### src/rtl/wb_pkg.sv
// Shared write-back definitions: widths, FSM states, trap causes and the
// instruction-class tags used across IFU/EXU/MEM/WB.
package wb_pkg;

   localparam int unsigned XLEN      = 32;
   localparam int unsigned RF_ADDR_W = 5;
   localparam int unsigned CNT_W     = 64;
   localparam int unsigned INST_W    = 32;
   localparam int unsigned LAT_W     = 32;

   typedef enum logic [1:0] {
      IDLE   = 2'd0,
      COMMIT = 2'd1,
      TRAP   = 2'd2,
      NOTIFY = 2'd3
   } state_t;

   localparam logic [XLEN-1:0] MCAUSE_LOAD_FAULT  = XLEN'(5);
   localparam logic [XLEN-1:0] MCAUSE_STORE_FAULT = XLEN'(7);

   localparam logic [INST_W-1:0] INST_ALU    = INST_W'(0);
   localparam logic [INST_W-1:0] INST_LOAD   = INST_W'(1);
   localparam logic [INST_W-1:0] INST_STORE  = INST_W'(2);
   localparam logic [INST_W-1:0] INST_BRANCH = INST_W'(3);
   localparam logic [INST_W-1:0] INST_JUMP   = INST_W'(4);

endpackage

### src/rtl/wbu_stage_if.sv
// MEM->WB instruction bus, WB->RF/CSR writes, WB->IFU next-PC handshake,
// counters and the per-instruction latency report.
interface wbu_stage_if;
   import wb_pkg::*;

   logic                 mem_valid;
   logic                 wb_ready;
   logic [XLEN-1:0]      mem_rdata;
   logic [XLEN-1:0]      alu_result;
   logic [RF_ADDR_W-1:0] rd;
   logic                 reg_write;
   logic                 mem_to_reg;
   logic [XLEN-1:0]      pc;
   logic [XLEN-1:0]      next_pc;
   logic                 load_access_fault;
   logic                 store_access_fault;
   logic [XLEN-1:0]      mem_fault_addr;
   logic [XLEN-1:0]      mtvec;
   logic [INST_W-1:0]    mem_inst_type;
   logic [LAT_W-1:0]     mem_start_cycle;

   logic                 rf_we;
   logic [RF_ADDR_W-1:0] rf_waddr;
   logic [XLEN-1:0]      rf_wdata;
   logic                 csr_trap_we;
   logic [XLEN-1:0]      csr_mepc;
   logic [XLEN-1:0]      csr_mtval;
   logic [XLEN-1:0]      csr_mcause;

   logic                 wb_valid;
   logic                 ifu_ready;
   logic [XLEN-1:0]      wb_next_pc;

   logic [CNT_W-1:0]     cycle_cnt;
   logic [CNT_W-1:0]     minstret;

   logic                 lat_valid;
   logic [INST_W-1:0]    lat_inst_type;
   logic [LAT_W-1:0]     lat_cycles;

   modport master (
      output mem_valid, mem_rdata, alu_result, rd, reg_write, mem_to_reg, pc, next_pc,
             load_access_fault, store_access_fault, mem_fault_addr, mtvec,
             mem_inst_type, mem_start_cycle, ifu_ready,
      input  wb_ready, rf_we, rf_waddr, rf_wdata, csr_trap_we, csr_mepc, csr_mtval,
             csr_mcause, wb_valid, wb_next_pc, cycle_cnt, minstret,
             lat_valid, lat_inst_type, lat_cycles
   );

   modport slave (
      input  mem_valid, mem_rdata, alu_result, rd, reg_write, mem_to_reg, pc, next_pc,
             load_access_fault, store_access_fault, mem_fault_addr, mtvec,
             mem_inst_type, mem_start_cycle, ifu_ready,
      output wb_ready, rf_we, rf_waddr, rf_wdata, csr_trap_we, csr_mepc, csr_mtval,
             csr_mcause, wb_valid, wb_next_pc, cycle_cnt, minstret,
             lat_valid, lat_inst_type, lat_cycles
   );

endinterface

### src/rtl/wbu_perf_cnt.sv
// Free-running cycle counter and retired-instruction counter; both wrap silently.
module wbu_perf_cnt
   import wb_pkg::*;
(
   input  logic             clk,
   input  logic             reset,
   input  logic             i_retire,
   output logic [CNT_W-1:0] o_cycle_cnt,
   output logic [CNT_W-1:0] o_minstret
);

   logic [CNT_W-1:0] r_cycle_cnt;
   logic [CNT_W-1:0] r_minstret;

   always_ff @(posedge clk or posedge reset) begin
      if (reset) begin
         r_cycle_cnt <= '0;
         r_minstret  <= '0;
      end else begin
         r_cycle_cnt <= r_cycle_cnt + CNT_W'(1);
         if (i_retire) r_minstret <= r_minstret + CNT_W'(1);
      end
   end

   assign o_cycle_cnt = r_cycle_cnt;
   assign o_minstret  = r_minstret;

endmodule

### src/rtl/wbu_stage.sv
// Write-back stage: retires one MEM instruction per handshake into the RF or a
// precise trap, then hands the next fetch PC to the IFU.
module wbu_stage
   import wb_pkg::*;
(
   input  logic    clk,
   input  logic    reset,
   wbu_stage_if.slave bus
);

   state_t               r_state;
   logic                 r_wb_ready;
   logic                 r_rf_we;
   logic [RF_ADDR_W-1:0] r_rf_waddr;
   logic [XLEN-1:0]      r_rf_wdata;
   logic                 r_csr_trap_we;
   logic [XLEN-1:0]      r_csr_mepc;
   logic [XLEN-1:0]      r_csr_mtval;
   logic [XLEN-1:0]      r_csr_mcause;
   logic                 r_wb_valid;
   logic [XLEN-1:0]      r_wb_next_pc;
   logic [INST_W-1:0]    r_inst_type;
   logic [LAT_W-1:0]     r_start_cycle;
   logic                 r_lat_valid;
   logic [INST_W-1:0]    r_lat_inst_type;
   logic [LAT_W-1:0]     r_lat_cycles;

   logic                 w_accept;
   logic                 w_fault;
   logic                 w_retire;
   logic [CNT_W-1:0]     w_cycle_cnt;
   logic [CNT_W-1:0]     w_minstret;

   // Retirement is counted on the accepting edge so minstret moves with rf_we.
   assign w_accept = (r_state == IDLE) && r_wb_ready && bus.mem_valid;
   assign w_fault  = bus.load_access_fault || bus.store_access_fault;
   assign w_retire = w_accept && !w_fault;

   wbu_perf_cnt u_perf_cnt (
      .clk         (clk),
      .reset       (reset),
      .i_retire    (w_retire),
      .o_cycle_cnt (w_cycle_cnt),
      .o_minstret  (w_minstret)
   );

   always_ff @(posedge clk or posedge reset) begin
      if (reset) begin
         r_state         <= IDLE;
         r_wb_ready      <= 1'b1;
         r_rf_we         <= 1'b0;
         r_rf_waddr      <= '0;
         r_rf_wdata      <= '0;
         r_csr_trap_we   <= 1'b0;
         r_csr_mepc      <= '0;
         r_csr_mtval     <= '0;
         r_csr_mcause    <= '0;
         r_wb_valid      <= 1'b0;
         r_wb_next_pc    <= '0;
         r_inst_type     <= '0;
         r_start_cycle   <= '0;
         r_lat_valid     <= 1'b0;
         r_lat_inst_type <= '0;
         r_lat_cycles    <= '0;
      end else begin
         r_rf_we       <= 1'b0;
         r_csr_trap_we <= 1'b0;
         r_lat_valid   <= 1'b0;
         case (r_state)
            IDLE: begin
               if (w_accept) begin
                  r_wb_ready    <= 1'b0;
                  r_inst_type   <= bus.mem_inst_type;
                  r_start_cycle <= bus.mem_start_cycle;
                  if (w_fault) begin
                     r_state       <= TRAP;
                     r_csr_trap_we <= 1'b1;
                     r_csr_mepc    <= bus.pc;
                     r_csr_mtval   <= bus.mem_fault_addr;
                     r_csr_mcause  <= bus.load_access_fault ? MCAUSE_LOAD_FAULT
                                                            : MCAUSE_STORE_FAULT;
                     r_wb_next_pc  <= bus.mtvec;
                  end else begin
                     r_state      <= COMMIT;
                     r_rf_we      <= bus.reg_write && (bus.rd != '0);
                     r_rf_waddr   <= bus.rd;
                     r_rf_wdata   <= bus.mem_to_reg ? bus.mem_rdata : bus.alu_result;
                     r_wb_next_pc <= bus.next_pc;
                  end
               end
            end
            COMMIT, TRAP: begin
               r_state    <= NOTIFY;
               r_wb_valid <= 1'b1;
            end
            NOTIFY: begin
               // Latency is stamped with the cycle count seen on the IFU handshake edge.
               if (bus.ifu_ready) begin
                  r_state         <= IDLE;
                  r_wb_valid      <= 1'b0;
                  r_wb_ready      <= 1'b1;
                  r_lat_valid     <= 1'b1;
                  r_lat_inst_type <= r_inst_type;
                  r_lat_cycles    <= w_cycle_cnt[LAT_W-1:0] - r_start_cycle;
               end
            end
            default: begin
               r_state    <= IDLE;
               r_wb_ready <= 1'b1;
               r_wb_valid <= 1'b0;
            end
         endcase
      end
   end

   assign bus.wb_ready      = r_wb_ready;
   assign bus.rf_we         = r_rf_we;
   assign bus.rf_waddr      = r_rf_waddr;
   assign bus.rf_wdata      = r_rf_wdata;
   assign bus.csr_trap_we   = r_csr_trap_we;
   assign bus.csr_mepc      = r_csr_mepc;
   assign bus.csr_mtval     = r_csr_mtval;
   assign bus.csr_mcause    = r_csr_mcause;
   assign bus.wb_valid      = r_wb_valid;
   assign bus.wb_next_pc    = r_wb_next_pc;
   assign bus.cycle_cnt     = w_cycle_cnt;
   assign bus.minstret      = w_minstret;
   assign bus.lat_valid     = r_lat_valid;
   assign bus.lat_inst_type = r_lat_inst_type;
   assign bus.lat_cycles    = r_lat_cycles;

endmodule

### src/flat_wrapper.sv
// flat-port wrapper written by rule: the top's interface ports become plain ports
module wbu_stage_flat import wb_pkg::*;
  (clk, reset, bus_mem_valid, bus_mem_rdata, bus_alu_result, bus_rd, bus_reg_write, bus_mem_to_reg, bus_pc, bus_next_pc, bus_load_access_fault, bus_store_access_fault, bus_mem_fault_addr, bus_mtvec, bus_mem_inst_type, bus_mem_start_cycle, bus_ifu_ready, bus_wb_ready, bus_rf_we, bus_rf_waddr, bus_rf_wdata, bus_csr_trap_we, bus_csr_mepc, bus_csr_mtval, bus_csr_mcause, bus_wb_valid, bus_wb_next_pc, bus_cycle_cnt, bus_minstret, bus_lat_valid, bus_lat_inst_type, bus_lat_cycles);
  wbu_stage_if bus_i ();
  input  logic clk;
  input  logic reset;
  input wire logic [$bits(bus_i.mem_valid)-1:0] bus_mem_valid;
  input wire logic [$bits(bus_i.mem_rdata)-1:0] bus_mem_rdata;
  input wire logic [$bits(bus_i.alu_result)-1:0] bus_alu_result;
  input wire logic [$bits(bus_i.rd)-1:0] bus_rd;
  input wire logic [$bits(bus_i.reg_write)-1:0] bus_reg_write;
  input wire logic [$bits(bus_i.mem_to_reg)-1:0] bus_mem_to_reg;
  input wire logic [$bits(bus_i.pc)-1:0] bus_pc;
  input wire logic [$bits(bus_i.next_pc)-1:0] bus_next_pc;
  input wire logic [$bits(bus_i.load_access_fault)-1:0] bus_load_access_fault;
  input wire logic [$bits(bus_i.store_access_fault)-1:0] bus_store_access_fault;
  input wire logic [$bits(bus_i.mem_fault_addr)-1:0] bus_mem_fault_addr;
  input wire logic [$bits(bus_i.mtvec)-1:0] bus_mtvec;
  input wire logic [$bits(bus_i.mem_inst_type)-1:0] bus_mem_inst_type;
  input wire logic [$bits(bus_i.mem_start_cycle)-1:0] bus_mem_start_cycle;
  input wire logic [$bits(bus_i.ifu_ready)-1:0] bus_ifu_ready;
  output wire logic [$bits(bus_i.wb_ready)-1:0] bus_wb_ready;
  output wire logic [$bits(bus_i.rf_we)-1:0] bus_rf_we;
  output wire logic [$bits(bus_i.rf_waddr)-1:0] bus_rf_waddr;
  output wire logic [$bits(bus_i.rf_wdata)-1:0] bus_rf_wdata;
  output wire logic [$bits(bus_i.csr_trap_we)-1:0] bus_csr_trap_we;
  output wire logic [$bits(bus_i.csr_mepc)-1:0] bus_csr_mepc;
  output wire logic [$bits(bus_i.csr_mtval)-1:0] bus_csr_mtval;
  output wire logic [$bits(bus_i.csr_mcause)-1:0] bus_csr_mcause;
  output wire logic [$bits(bus_i.wb_valid)-1:0] bus_wb_valid;
  output wire logic [$bits(bus_i.wb_next_pc)-1:0] bus_wb_next_pc;
  output wire logic [$bits(bus_i.cycle_cnt)-1:0] bus_cycle_cnt;
  output wire logic [$bits(bus_i.minstret)-1:0] bus_minstret;
  output wire logic [$bits(bus_i.lat_valid)-1:0] bus_lat_valid;
  output wire logic [$bits(bus_i.lat_inst_type)-1:0] bus_lat_inst_type;
  output wire logic [$bits(bus_i.lat_cycles)-1:0] bus_lat_cycles;
  assign bus_i.mem_valid = bus_mem_valid;
  assign bus_i.mem_rdata = bus_mem_rdata;
  assign bus_i.alu_result = bus_alu_result;
  assign bus_i.rd = bus_rd;
  assign bus_i.reg_write = bus_reg_write;
  assign bus_i.mem_to_reg = bus_mem_to_reg;
  assign bus_i.pc = bus_pc;
  assign bus_i.next_pc = bus_next_pc;
  assign bus_i.load_access_fault = bus_load_access_fault;
  assign bus_i.store_access_fault = bus_store_access_fault;
  assign bus_i.mem_fault_addr = bus_mem_fault_addr;
  assign bus_i.mtvec = bus_mtvec;
  assign bus_i.mem_inst_type = bus_mem_inst_type;
  assign bus_i.mem_start_cycle = bus_mem_start_cycle;
  assign bus_i.ifu_ready = bus_ifu_ready;
  assign bus_wb_ready = bus_i.wb_ready;
  assign bus_rf_we = bus_i.rf_we;
  assign bus_rf_waddr = bus_i.rf_waddr;
  assign bus_rf_wdata = bus_i.rf_wdata;
  assign bus_csr_trap_we = bus_i.csr_trap_we;
  assign bus_csr_mepc = bus_i.csr_mepc;
  assign bus_csr_mtval = bus_i.csr_mtval;
  assign bus_csr_mcause = bus_i.csr_mcause;
  assign bus_wb_valid = bus_i.wb_valid;
  assign bus_wb_next_pc = bus_i.wb_next_pc;
  assign bus_cycle_cnt = bus_i.cycle_cnt;
  assign bus_minstret = bus_i.minstret;
  assign bus_lat_valid = bus_i.lat_valid;
  assign bus_lat_inst_type = bus_i.lat_inst_type;
  assign bus_lat_cycles = bus_i.lat_cycles;
  wbu_stage u_core (.clk(clk), .reset(reset), .bus(bus_i));
endmodule
### config.mk
export PLATFORM = sky130hd
export DESIGN_NAME = wbu_stage_flat
export DESIGN_NICKNAME = d
export VERILOG_FILES = /design/src/rtl/wb_pkg.sv /design/src/rtl/wbu_stage_if.sv /design/src/rtl/wbu_perf_cnt.sv /design/src/rtl/wbu_stage.sv /design/src/flat_wrapper.sv
export SDC_FILE = /design/constraint.sdc
export NUM_CORES = 1
export LEC_CHECK = 0
export BUFFER_PORTS_ARGS = -buffer_cell sky130_fd_sc_hd__buf_2
export CAP_MARGIN = 20
export CORE_AREA = 2 2 248 250
export CTS_BUF_LIST = sky130_fd_sc_hd__clkbuf_8
export DETAILED_ROUTE_END_ITERATION = 8
export DIE_AREA = 0 0 250 252
export MAX_ROUTING_LAYER = met4
export SETUP_SLACK_MARGIN = 0.3
export SLEW_MARGIN = 20
export SYNTH_ARGS = -nofsm -noshare
export SYNTH_HDL_FRONTEND = slang
export SYNTH_HIERARCHICAL = 1
export SYNTH_SLANG_ARGS = --single-unit
### constraint.sdc
create_clock -name clk -period 26.2 [get_ports clk]
set_clock_uncertainty 0.15 [all_clocks]
set_input_delay 3.93 -clock clk [delete_from_list [all_inputs] [get_ports clk]]
set_output_delay 3.93 -clock clk [all_outputs]
set_load 0.03 [all_outputs]
==> impl_metrics.json <==
{
  "hp-class": "reg2reg",
  "dpl.hpwl_um": 50490,
  "viasPerCell": 4.867,
  "max_stage_delay_ns": 0.77,
  "synth_edf_count": 0,
  "max-clock-path-buffers": 3,
  "fillCellCount": 6065,
  "cp_max_fo": 95,
  "cts_resized": 0,
  "cts_tree": "yes",
  "grt_first_pass_wirelength_um": 98880,
  "synthFlopType": "dfrtp_1",
  "die_w_um": 250,
  "nets": 2772,
  "cp_num_buf_inv": 3,
  "area_growth_syn_to_layout_pct": 28.08,
  "instances_no_fill": 3313,
  "worst_slack_ns": 20.05,
  "gp_congestion": 0.9588,
  "clk_latency_ns": 0.65,
  "drtAntennaViolNets": 0,
  "portBuffers": 601,
  "required_ns": 26.63,
  "htreeDepth": 3,
  "drive_gt1_share_pct": 32.54,
  "grt_antenna_before_repair": 16,
  "drc": 0,
  "synth_area_per_cell_sq_um": 10.05,
  "grt_max_degree": 126,
  "path_class": "in2reg",
  "final_cell_mix": "buf_2 (601), dfrtp_1 (397), nand2_1 (381)",
  "drv_slew": 0,
  "critPathLaunchType": "input pin",
  "first_pass_iters": 5,
  "layout_commonest_cell": "buf_2",
  "vias": 16120,
  "fp.coreArea_sq_mm": 0.06013,
  "cts-root-buf": "clkbuf_8",
  "setup_viol": 0,
  "place_area_sq_mm": 0.02233,
  "cts.sinks": 398,
  "grt_overflow_total": 0,
  "finalSetupTns_ns": 0,
  "crit_family": "buffers and inverters",
  "drv_cap": 0,
  "grt_pass1_vias": 15990,
  "fin_crit_sh_pct": 23.48,
  "cts_setup_buffers": 0,
  "worstPathArrival_ns": 6.58,
  "drt_iter0_markers": 1175,
  "io_pins": 631,
  "place_ws_ns": 19.35,
  "start_util_pct": 31.00,
  "gr-usage-all-layers_pct": 21.12,
  "max_freq_mhz": 162.6,
  "clkTransAtPathRegs_ns": 0.06,
  "post_drt_wl_per_cell_um": 20.03,
  "netlist_area_sq_mm": 0.01864,
  "place_inst": 3172,
  "post-route-util_pct": 39.71,
  "power_density_mw_per_mm2": 107.2,
  "hold-worst-slack_ns": 0.2920,
  "reg2reg_slack_ns": 22.77,
  "ys_seq_area_share_pct": 53.43,
  "hold_violations": 0,
  "synthArstFlopShare_pct": 100.0,
  "cp_slowest_cell": "inv_1",
  "ir_drop_mv": 0.06342,
  "syn_inst": 1854,
  "dieArea_sq_mm": 0.06300,
  "final_area_sq_mm": 0.02388,
  "grt_setup_unrepaired": "false",
  "num_rows": 90,
  "synth-seq-cells": 398,
  "synth.distinct_cells": 66,
  "totalPowerFinal_mw": 2.561,
  "period_needed_ns": 6.151,
  "ys_warn_count": 6,
  "die-height_um": 252,
  "p_leak_nw": 12.38,
  "tightestPinTransition_ns": 1.046,
  "hold_buffers": 0,
  "slew_headroom_pct": 30.30,
  "critical_path.cell_chain": "buf_2 > nand2_4 > inv_1 > buf_4 > and3_1 > or4b_1 > nand3_1",
  "cts-buffers-inserted": 75,
  "status": "finished, final reports clean",
  "totalWireLength_um": 66350,
  "cp-end-kind": "register"
}
sequential cells by signal (all words and copies together) (netlist names), 5 cells and up:
register                       flops
u_core/bus.wb_next_pc             32
u_core/u_perf_cnt/o_minstret      64
u_core/bus.rf_wdata               32
u_core/u_perf_cnt/o_cycle_cnt     64
u_core/bus.csr_mepc               32
u_core/bus.csr_mtval              32
u_core/r_start_cycle              32
u_core/bus.lat_inst_type          32
u_core/r_inst_type                32
u_core/bus.lat_cycles             32
u_core/bus.rf_waddr                5
cells by family after synthesis:
group / share of synthesized area [%]
muxes: 7.665
AOI/OAI and AO/OA: 7.692
xor gates and xnor gates: 6.578
buffers and inverters: 3.973
and+or+nand+nor: 18.18
other: 0.02012
DFF: 53.43
adders and majority gates: 2.457
layer usage:
layer  global-route usage (%)  share of wire [%]  vias up  routed length [um]
li1                         -                  -     7512                   -
met1                    27.02                 42     7869               27950
met2                    33.42                 48      650               31980
met3                    5.138                7.5       93                4993
met4                    5.954                2.2        0                1430
met5                        -                  0        -                   0
report_power, final:
| part | internal [mW] | total (mW) | switching, mW |
|---|---|---|---|
| logic | 0.303 | 1.02 | 0.715 |
| clock network | 0.336 | 0.615 | 0.279 |
| registers | 0.816 | 0.928 | 0.112 |
| total | 1.46 | 2.56 | 1.11 |
layout make-up:
type | count | area (sq um) | share of cell area [%]
tap | 782 | 978.4 | 4.098
multi-input combinational | 1323 | 8088 | 33.87
antenna | 11 | 27.53 | 0.1153
timing repair buffer | 610 | 3079 | 12.90
inverter | 59 | 231.5 | 0.9695
clock buffer | 91 | 1252 | 5.246
clock inverter | 39 | 259.0 | 1.085
sequential | 398 | 9961 | 41.72
worst reg2reg max path, cell delays in order, from the launching register on:
cell and delay [ns]:
dfrtp_1 0.38, ha_1 0.27, nand2_4 0.50, inv_1 0.80, buf_4 0.47, and3_1 0.26
or4b_1 0.45, nand3_1 0.09
Yosys cell counts, types with 2 or more instances:
cell       instances  share of area [%]
a211o_1            2              0.094
a21o_1            11               0.44
a21oi_1           72                1.9
a221oi_1           3               0.14
and2_1             4               0.13
and3_1            20               0.67
and4_1             5               0.23
buf_1              3              0.060
buf_4             30                1.2
buf_6              3               0.18
clkbuf_1          65                1.3
dfrtp_1          397                 53
ha_1              35                2.3
inv_1             59                1.2
mux2_2            70                4.2
mux2i_1           64                3.4
nand2_1          382                7.7
nand2b_1           9               0.30
nand3_1           58                1.6
nand4_1           46                1.5
nor2_1           108                2.2
nor2b_1            3               0.10
nor3_1            53                1.4
nor3_2             2               0.11
nor4_1            22               0.74
nor4_2             4               0.27
o2111ai_1          2              0.094
o211ai_1           8               0.32
o21a_1            11               0.44
o21ai_0          101                2.7
o21bai_1           4               0.16
o22a_1             2              0.094
o22ai_1            2              0.067
o31ai_1            7               0.28
or2_2              4               0.13
or3_1             13               0.44
or4_1              3               0.12
xnor2_1           62                2.9
xor2_1            78                3.7
path summary, 6_finish.rpt:
path | cells after the start | to | startpoint
setup reg to reg | 7 | u_core/bus.lat_cycles[28] | u_core/r_state[1]
setup / recovery | 7 | u_core/bus.lat_cycles[28] | bus_ifu_ready
min in group asynchronous | 2 | u_core/r_start_cycle[27] | reset
hold / removal | 2 | u_core/bus.lat_inst_type[31] | u_core/r_inst_type[31]
max in group asynchronous | 3 | u_core/bus.csr_mtval[13] | reset
hold reg to reg | 2 | u_core/bus.lat_inst_type[31] | u_core/r_inst_type[31]
Power figures use the tool's default switching activity.
